### src/rtl/bch_syn_pkg.sv
// Shared GF(2^M) arithmetic, framing helpers and FSM state type for the
// parallel BCH syndrome calculator. Field routines work on a GF_W-bit
// container so one set of functions serves every M/PRIM_POLY choice.
package bch_syn_pkg;

  localparam int unsigned GF_W = 32;

  typedef enum logic [1:0] {ACC, FIN, HOLD} syn_state_t;

  // Multiply by x, reducing with the primitive polynomial (x^m term included).
  function automatic logic [GF_W-1:0] gf_xtime(input logic [GF_W-1:0] a,
                                               input int unsigned m,
                                               input logic [GF_W-1:0] poly);
    logic [GF_W-1:0] r;
    r = a << 1;
    if (r[m]) r = r ^ poly;
    return r;
  endfunction

  // Shift-and-add GF multiply, MSB of b first.
  function automatic logic [GF_W-1:0] gf_mul(input logic [GF_W-1:0] a,
                                             input logic [GF_W-1:0] b,
                                             input int unsigned m,
                                             input logic [GF_W-1:0] poly);
    logic [GF_W-1:0] r;
    r = '0;
    for (int unsigned i = m; i > 0; i--) begin
      r = gf_xtime(r, m, poly);
      if (b[i-1]) r = r ^ a;
    end
    return r;
  endfunction

  function automatic logic [GF_W-1:0] gf_sq(input logic [GF_W-1:0] a,
                                            input int unsigned m,
                                            input logic [GF_W-1:0] poly);
    return gf_mul(a, a, m, poly);
  endfunction

  // alpha^e by square-and-multiply so elaboration loops stay short.
  function automatic logic [GF_W-1:0] gf_alpha_pow(input int unsigned e,
                                                   input int unsigned m,
                                                   input logic [GF_W-1:0] poly);
    logic [GF_W-1:0] r;
    logic [GF_W-1:0] b;
    int unsigned     ex;
    ex = e % ((32'd1 << m) - 32'd1);
    r  = GF_W'(1);
    b  = GF_W'(2);
    for (int unsigned i = 0; i < 32; i++) begin
      if (ex[0]) r = gf_mul(r, b, m, poly);
      b  = gf_mul(b, b, m, poly);
      ex = ex >> 1;
    end
    return r;
  endfunction

  function automatic int unsigned calc_beats(input int unsigned n, input int unsigned p);
    return (n + p - 1) / p;
  endfunction

  function automatic int unsigned calc_pad(input int unsigned n, input int unsigned p);
    return calc_beats(n, p) * p - n;
  endfunction

endpackage

### src/rtl/bch_syn_lane.sv
// One syndrome accumulator for exponent J: folds a P-bit beat into
// acc <- acc*alpha^(J*P) + sum d_k*alpha^(J*k), restarting on the first beat.
module bch_syn_lane
  import bch_syn_pkg::*;
#(
  parameter int unsigned M         = 13,
  parameter int unsigned P         = 32,
  parameter int unsigned J         = 1,
  parameter logic [M:0]  PRIM_POLY = 14'h201B
) (
  input  logic         clk,
  input  logic         reset,
  input  logic         en,
  input  logic         first,
  input  logic [P-1:0] d,
  output logic [M-1:0] acc
);

  localparam logic [GF_W-1:0] POLY = GF_W'(PRIM_POLY);
  localparam logic [M-1:0]    STEP = M'(gf_alpha_pow(J * P, M, POLY));

  function automatic logic [P*M-1:0] mk_tab();
    logic [P*M-1:0] tab;
    tab = '0;
    for (int unsigned k = 0; k < P; k++)
      tab[k*M +: M] = M'(gf_alpha_pow(J * k, M, POLY));
    return tab;
  endfunction

  localparam logic [P*M-1:0] TAB = mk_tab();

  logic [M-1:0] acc_q;
  logic [M-1:0] tree;
  logic [M-1:0] shifted;
  logic [M-1:0] acc_d;

  // XOR tree of per-bit alpha powers plus the constant alpha^(J*P) multiply.
  always_comb begin
    tree = '0;
    for (int unsigned k = 0; k < P; k++)
      if (d[k]) tree = tree ^ TAB[k*M +: M];
    shifted = M'(gf_mul(GF_W'(acc_q), GF_W'(STEP), M, POLY));
    acc_d   = (first ? '0 : shifted) ^ tree;
  end

  // Accumulator register, updated only on accepted beats.
  always_ff @(posedge clk) begin
    if (reset)   acc_q <= '0;
    else if (en) acc_q <= acc_d;
  end

  assign acc = acc_q;

endmodule

### src/rtl/bch_syndrome_par.sv
// Parallel BCH syndrome calculator: P bits/beat, highest degree first,
// produces S_1..S_2T over GF(2^M) with valid/ready on both sides.
// Optional macro BCH_SYN_EVEN_SQUARE_EN: build only odd lanes and derive
// even syndromes as S_2i = S_i^2 when the result is captured.
module bch_syndrome_par
  import bch_syn_pkg::*;
#(
  parameter int unsigned M         = 13,
  parameter int unsigned N         = 8191,
  parameter int unsigned P         = 32,
  parameter int unsigned T         = 8,
  parameter logic [M:0]  PRIM_POLY = 14'h201B
) (
  input  logic             clk,
  input  logic             reset,
  input  logic [P-1:0]     in_data,
  input  logic             in_valid,
  output logic             in_ready,
  output logic [2*T*M-1:0] syn,
  output logic             syn_zero,
  output logic             out_valid,
  input  logic             out_ready
);

  localparam int unsigned     BEATS = calc_beats(N, P);
  localparam int unsigned     PAD   = calc_pad(N, P);
  localparam int unsigned     CW    = $clog2(BEATS + 1);
  localparam logic [GF_W-1:0] POLY  = GF_W'(PRIM_POLY);
  localparam logic [P-1:0]    FIRST_MASK = {P{1'b1}} >> PAD;

`ifdef BCH_SYN_EVEN_SQUARE_EN
  localparam int unsigned NL = T;
`else
  localparam int unsigned NL = 2 * T;
`endif

  syn_state_t       state_q, state_d;
  logic [CW-1:0]    cnt_q;
  logic             first, last, accept;
  logic [P-1:0]     d;
  logic [M-1:0]     lane_acc [NL];
  logic [2*T*M-1:0] syn_d, syn_q;
  logic             syn_zero_q;

  assign first  = (cnt_q == '0);
  assign last   = (cnt_q == CW'(BEATS - 1));
  assign accept = in_valid && in_ready;
  assign d      = first ? (in_data & FIRST_MASK) : in_data;

  for (genvar l = 0; l < NL; l++) begin : g_lane
`ifdef BCH_SYN_EVEN_SQUARE_EN
    localparam int unsigned J = 2 * l + 1;
`else
    localparam int unsigned J = l + 1;
`endif
    bch_syn_lane #(
      .M(M), .P(P), .J(J), .PRIM_POLY(PRIM_POLY)
    ) u_lane (
      .clk(clk), .reset(reset), .en(accept), .first(first), .d(d),
      .acc(lane_acc[l])
    );
  end

  // Assemble all 2T syndromes from the lanes (squaring chain when enabled).
  always_comb begin
    logic [M-1:0] s [2*T];
    for (int unsigned j = 1; j <= 2 * T; j++) begin
`ifdef BCH_SYN_EVEN_SQUARE_EN
      // Even index j reads s[j/2-1], always filled earlier in this loop.
      if (j % 2 == 1) s[j-1] = lane_acc[(j-1)/2];
      else            s[j-1] = M'(gf_sq(GF_W'(s[j/2-1]), M, POLY));
`else
      s[j-1] = lane_acc[j-1];
`endif
    end
    syn_d = '0;
    for (int unsigned j = 0; j < 2 * T; j++)
      syn_d[j*M +: M] = s[j];
  end

  // Beat counter within a codeword; wraps on the last accepted beat.
  always_ff @(posedge clk) begin
    if (reset)       cnt_q <= '0;
    else if (accept) cnt_q <= last ? '0 : cnt_q + 1'b1;
  end

  // FSM state register.
  always_ff @(posedge clk) begin
    if (reset) state_q <= ACC;
    else       state_q <= state_d;
  end

  // Next state and handshake outputs, decoded from state only.
  always_comb begin
    state_d   = state_q;
    in_ready  = 1'b0;
    out_valid = 1'b0;
    case (state_q)
      ACC: begin
        in_ready = 1'b1;
        if (in_valid && last) state_d = FIN;
      end
      FIN:  state_d = HOLD;
      HOLD: begin
        out_valid = 1'b1;
        if (out_ready) state_d = ACC;
      end
      default: state_d = ACC;
    endcase
  end

  // Result capture in FIN; held stable through HOLD.
  always_ff @(posedge clk) begin
    if (reset) begin
      syn_q      <= '0;
      syn_zero_q <= 1'b0;
    end else if (state_q == FIN) begin
      syn_q      <= syn_d;
      syn_zero_q <= (syn_d == '0);
    end
  end

  assign syn      = syn_q;
  assign syn_zero = syn_zero_q;

endmodule

### config.mk
export PLATFORM = sky130hd
export DESIGN_NAME = bch_syndrome_par
export DESIGN_NICKNAME = d
export VERILOG_FILES = /design/src/rtl/bch_syn_pkg.sv /design/src/rtl/bch_syn_lane.sv /design/src/rtl/bch_syndrome_par.sv
export SDC_FILE = /design/constraint.sdc
export NUM_CORES = 2
export LEC_CHECK = 0
export CELL_PAD_IN_SITES_DETAIL_PLACEMENT = 0
export CELL_PAD_IN_SITES_GLOBAL_PLACEMENT = 1
export CORE_MARGIN = 3
export CORE_UTILIZATION = 52
export CTS_BUF_LIST = sky130_fd_sc_hd__clkbuf_4 sky130_fd_sc_hd__clkbuf_8
export CTS_CLUSTER_DIAMETER = 50
export DETAILED_ROUTE_END_ITERATION = 6
export PLACE_DENSITY_LB_ADDON = 0.05
export SKIP_CTS_REPAIR_TIMING = 1
export SYNTH_ARGS = -nofsm -noshare
export SYNTH_HDL_FRONTEND = slang
export SYNTH_SLANG_ARGS = --single-unit
export TNS_END_PERCENT = 30
### constraint.sdc
create_clock -name clk -period 6.4 [get_ports clk]
set_input_delay 1.28 -clock clk [delete_from_list [all_inputs] [get_ports clk]]
set_output_delay 1.28 -clock clk [all_outputs]
set_load 0.1 [all_outputs]
# == Word-level counts from Yosys, hierarchy flattened ==
# Index checks and enable logic that the tools add are counted.
# classes
add_sub_neg,1
eq_ne,5
mux,693
bitwise_logic,763
n_reduce_logical,6
# op_table
op,n
$mux W13,229
$mux W12,112
$xor A13 B13 Y13,94
$not A4 Y4,263
$mux W5,178
$mux W11,64
$not A8 Y8,71
$not A6 Y6,84
$not A7 Y7,66
$mux W10,45
$not A9 Y9,46
$logic_not A208 Y1,1
$not A5 Y5,41
$mux W9,18
$not A10 Y10,13
$mux W7,17
$not A3 Y3,38
$mux W8,10
$mux W6,7
$not A12 Y12,3
$not A1 Y1 const A,35
$not A11 Y11,3
$mux W32,1
$mux W4,3
17 further kinds,26
# totals
regBits,428
output_inout_bits,211
word_cells,1488

# == Longest topological paths before layout ==
# depth
ltp_word,66
ltp_mapped,12
ltp_nobuf,9

# == Hierarchy ==
# From an unflattened synthesis, not the netlist that was laid out.
# unflattened
cells_unflattened,4293
area_unflattened_um2,41499.8
# modules_own_cells
module,instances,cells_per_inst,area_per_inst_um2,seq_area_each_um2
bch_syndrome_par,1,1040,8079.0,4404.2
bch_syn_lane at g_lane[12].u_lane,1,210,2328.5,260.2
bch_syn_lane at g_lane[4].u_lane,1,206,2280.9,260.2
bch_syn_lane at g_lane[15].u_lane,1,211,2248.4,260.2
bch_syn_lane at g_lane[11].u_lane,1,213,2222.1,260.2
bch_syn_lane at g_lane[3].u_lane,1,237,2219.6,260.2
bch_syn_lane at g_lane[5].u_lane,1,211,2205.9,260.2
bch_syn_lane at g_lane[7].u_lane,1,205,2167.1,260.2
bch_syn_lane at g_lane[13].u_lane,1,205,2129.5,260.2
bch_syn_lane at g_lane[9].u_lane,1,201,2069.5,260.2
bch_syn_lane at g_lane[6].u_lane,1,197,2053.2,260.2
bch_syn_lane at g_lane[14].u_lane,1,198,2018.2,260.2
bch_syn_lane at g_lane[10].u_lane,1,207,1950.6,260.2
bch_syn_lane at g_lane[8].u_lane,1,189,1920.6,260.2
+3 rows,-,-,-,-

# == Worst setup path after synthesis ==
# OpenSTA, ideal clock, no wires.
# synth_timing
path_type,input-to-reg
start,input port in_data[4]
end,register g_lane[3].u_lane.acc_q[4]
setup_time_ps,74
arrival_ps,3453
path_slack_ps,2872
cell_stages,8
n_path_buf,1
path_cell_list,buf_2 xnor2_4 xor2_1 xnor3_1 xnor2_1 or4_1 a21o_1 a31oi_1
# synth_via
elab_chain_cells,44
# synth_lines
element,line_no,text
start: declaration,bch_syndrome_par.sv:16,"input logic [P-1:0] in_data,"
$mux W32 (*),bch_syndrome_par.sv:48,assign d = first ? (in_data & FIRST_MASK) : in_data;
$mux W8 (*),bch_syn_lane.sv:41,if (d[k]) tree = tree ^ TAB[k*M +: M];
$mux W12 (*),bch_syn_lane.sv:41,
$not A6 Y6 (no line),-,
$mux W13 (*),bch_syn_lane.sv:41,
$not A4 Y4 (no line),-,
$mux W11 (*),bch_syn_lane.sv:41,
$not A7 Y7 (no line),-,
[... 28 more ...],-,
$mux W10 (*),bch_syn_lane.sv:41,
$not A9 Y9 (no line),-,
$mux W12 (*),bch_syn_lane.sv:41,
$mux W13 (*),bch_syn_lane.sv:41,
$not A8 Y8 (no line),-,
$mux W13 (*),bch_syn_lane.sv:41,
$mux W12 (*),bch_syn_lane.sv:41,
$xor A13 B13 Y13 (*),bch_syn_lane.sv:43,acc_d = (first ? '0 : shifted) ^ tree;
end signal: assignment,bch_syn_lane.sv:48,if (reset) acc_q <= '0;
end signal: assignment,bch_syn_lane.sv:49,else if (en) acc_q <= acc_d;
end: declaration,bch_syn_lane.sv:32,logic [M-1:0] acc_q;
# Mark *: on every way between the ends. The rest lies on a longest branch, timed or not.
# A chain may end at the register's enable or synchronous reset.

# == Worst setup path in the final report ==
# layout_timing
start,input port in_data[10]
end,register g_lane[15].u_lane.acc_q[12]
# layout_via
elab_chain_cells,19
# layout_lines
element,line_no
$mux W32 (*),bch_syndrome_par.sv:48
$mux W13 (*),bch_syn_lane.sv:41
$not A3 Y3 (no line),-
$mux W13 (*),bch_syn_lane.sv:41
$not A5 Y5 (no line),-
$mux W13 (*),bch_syn_lane.sv:41
$not A9 Y9 (no line),-
$mux W13 (*),bch_syn_lane.sv:41
[... 3 more ...],-
$mux W13 (*),bch_syn_lane.sv:41
$not A8 Y8 (no line),-
$mux W13 (*),bch_syn_lane.sv:41
$not A8 Y8 (no line),-
$mux W13 (*),bch_syn_lane.sv:41
$not A8 Y8 (no line),-
$mux W13 (*),bch_syn_lane.sv:41
$xor A13 B13 Y13 (*),bch_syn_lane.sv:43
end signal: assignment,bch_syn_lane.sv:48
end signal: assignment,bch_syn_lane.sv:49
end: declaration,bch_syn_lane.sv:32
# Marks and branches as above.

==> impl_metrics.json <==
{
  "critPathMaxFanout": 9,
  "wl_per_cell_um": 29.2,
  "min_path_type": "reg -> reg",
  "die_w_um": 283,
  "dp_slack_ns": 1.19,
  "comb_power_share_pct": 76.0,
  "fp.dieArea_um2": 80100,
  "fin_cells": 5786,
  "end_kind": "flip-flop",
  "drv_cap": 0,
  "muxShareOfSynthArea_pct": 0.480,
  "r2r-end": "g_lane[13].u_lane.acc[3]",
  "peakVddDrop_uv": 610,
  "synthDistinctLibCells": 59,
  "routed-via-count": 33100,
  "first_iter_violations": 3970,
  "nNetsFinal": 4790,
  "synth_seq_cells": 428,
  "reg2reg_slack_ns": 2.90,
  "status": "finished clean",
  "async_flop_share_pct": 0,
  "final_common_cell": "xnor2_1",
  "period_needed_ns": 4.72,
  "max-slew-margin-rel_pct": 12.8,
  "crit-reg2reg-launch": "cnt_q[0]",
  "clk_pin_slew_worst_paths_ns": 0.06,
  "drtPass1Iterations": 7,
  "antenna_found_initial": 8,
  "grt-ovfl-total": 0,
  "start_util_pct": 53.0,
  "yosys_warnings": 0,
  "drcViolationCount": 0,
  "finalSetupViolCount": 0,
  "fp-row-count": 100,
  "routed_via_density": 5.73,
  "synth_xor_area_share_pct": 53.4,
  "yosysTopAreaCell": "xnor2_1",
  "grt_pass1_vias": 31300,
  "ant_nets": 0,
  "final.setup.worst_slack_ns": 1.68,
  "drv_slew": 0,
  "whs_path_depth": 2,
  "clock_sinks": 428,
  "numPortBuffers": 246,
  "grt_first_pass_wirelength_um": 237000,
  "cp.arrival_ns": 5.26,
  "rsz0062_at_grt": "false",
  "drive_above_1_share_pct": 8.54,
  "reg2reg_depth": 10,
  "track_usage_pct": 41.0,
  "synthFlopType": "dfxtp_1",
  "synth_top_family_by_area": "XOR/XNOR gates",
  "cts.path.max_buffers": 3,
  "clockPowerShare_pct": 9.4,
  "die_h_um": 283,
  "insertion_delay_ns": 0.73,
  "pwr-share-seq_pct": 14.5,
  "internal_power_mw": 16.9,
  "io_pins": 247,
  "wirelength_um": 169000,
  "crit_type": "in -> reg",
  "cts_tree": "done",
  "powerDensity_nw_per_um2": 706,
  "tightest_slew_ns": 1.30,
  "netlist_area_um2": 39900,
  "placed_cells": 5639,
  "postSynthAreaPerCell_um2": 8.72,
  "synth_fp_nets": 4660,
  "synthAdderAreaFrac_pct": 1.57,
  "hold_start": "syn[58]",
  "post-route-period-util_pct": 73.7,
  "cts-root-buf": "clkbuf_8",
  "final_cell_mix": "xnor2_1, nand2_1, dfxtp_1",
  "critPathLaunchType": "primary input",
  "grt_max_degree": 193,
  "hold-path-endpoint": "syn[58]",
  "synthCells": 4574,
  "core_region_area_um2": 75200,
  "hold_violations": 0,
  "yosysSeqAreaShare_pct": 21.5,
  "synth-edff-count": 0,
  "synth-simple-area-share_pct": 10.8,
  "leakage_nw": 16.7,
  "synth_top_area_share_pct": 31.4,
  "syn_to_final_growth_pct": 13.4,
  "fin_worst_skew_ns": 0.0589,
  "tns_ns": 0,
  "dpl.hpwl_um": 132000,
  "ys_top_cells_by_area": "xnor2_1, dfxtp_1, xnor3_1",
  "cts_made_buffers": 83,
  "place_congestion": 1.17,
  "htree_num_levels": 3,
  "sw_frac_of_total_pct": 47.2,
  "required_ns": 6.94,
  "synth-compound-area-share_pct": 7.17,
  "max_freq_mhz": 212,
  "p_switching_mw": 15.1
}
## cells in the mapped netlist (all sizes together) (7+ instances only)
master  instances
mux2i           9
nand3          18
xor3           18
nor4b           7
inv           104
xnor3         176
dfxtp         428
ha             50
nand3b          9
xnor2        1477
nor3           17
nand4          21
nor2          224
nand2         685
or3             7
clkbuf        276
nor4           29
o21ai          41
a21oi         322
a31oi           9
and3           11
buf            93
a211oi        101
xor2          382
## routing by layer
metal  GRT usage [%]  vias up  routed length (um)  share of wire (%)
li1                -    14800                   -                  -
met1            54.4    16100               69000                 41
met2            60.2     1846               70400                 42
met3            11.8      425               18900                 11
met4            21.6        6               10800                6.4
met5               0        -                  35              0.021
## critical path: stages
cell	delay [ns]
clkdlybuf4s50_1	0.95
xnor2_4	0.41
xnor2_1	0.93
xnor2_1	0.41
xnor2_1	0.60
mux2_2	0.40
a31oi_1	0.17
a21oi_1	0.09
## cells by family (layout without fill, tap and decap cells)
family,count (synthesis),in the layout
multiplexers,16,16
flip-flops,428,428
adder cells (fa/ha/maj),50,50
buffers and inverters,473,663
other,0,2
XOR/XNOR,2053,2053
AO/OA/AOI/OAI,502,502
AND/OR/NAND/NOR,1052,1052
## registers in the layout, summed over array words and instances (netlist names)
register and flops:
cnt_q 9, g_lane.u_lane.acc 208, state_q 2, syn 208, syn_zero 1
## power by group through the flow
| stage | combinational, mW | sequential, mW | clock, mW |
|---|---|---|---|
| after global placement | 23.5 | 4.64 | 0 |
| final | 24.3 | 4.64 | 3.01 |
| after global routing | 25.8 | 4.69 | 3.16 |
| after floorplan | 19.6 | 3.51 | 0 |
| after CTS | 23.9 | 4.59 | 3.06 |
| after detailed placement | 23.7 | 4.64 | 0 |
## how the worst max path moves through the flow
stage	startpoint	end	slack, ns
6_report	in_data[10]	g_lane[15].u_lane.acc[12]	1.68
5_1_grt	in_data[6]	g_lane[4].u_lane.acc[10]	1.81
4_1_cts	in_data[6]	g_lane[4].u_lane.acc[10]	1.95
3_5_place_dp	in_data[6]	g_lane[4].u_lane.acc[10]	1.19
3_3_place_gp	in_data[11]	g_lane[10].u_lane.acc[3]	1.14
2_1_floorplan	in_data[4]	g_lane[3].u_lane.acc[4]	2.87
## area by class of cell
cell class	count	area, um^2
fillers	6709	30000
multi-input cells	3673	29400
flip-flops and latches	428	8570
repair buffers	414	3780
clock buffers	117	1500
well taps	1020	1280
inverters	104	390
clock inverters	28	297
diodes	2	5.00
## metrics by stage
stage | power, mW | instance area [um^2] | utilization (%) | hold WS (ns)
2_1_floorplan | 23.2 | 39900 | - | 0.441
3_3_place_gp | 28.2 | 43400 | 57.7 | 0.441
3_5_place_dp | 28.4 | 43400 | 57.8 | 0.445
4_1_cts | 31.6 | 45200 | 60.1 | 0.453
5_1_grt | 33.6 | 45200 | 60.2 | 0.467
6_report | 31.9 | 45200 | 60.2 | 0.450
Power figures use the tool's default switching activity.
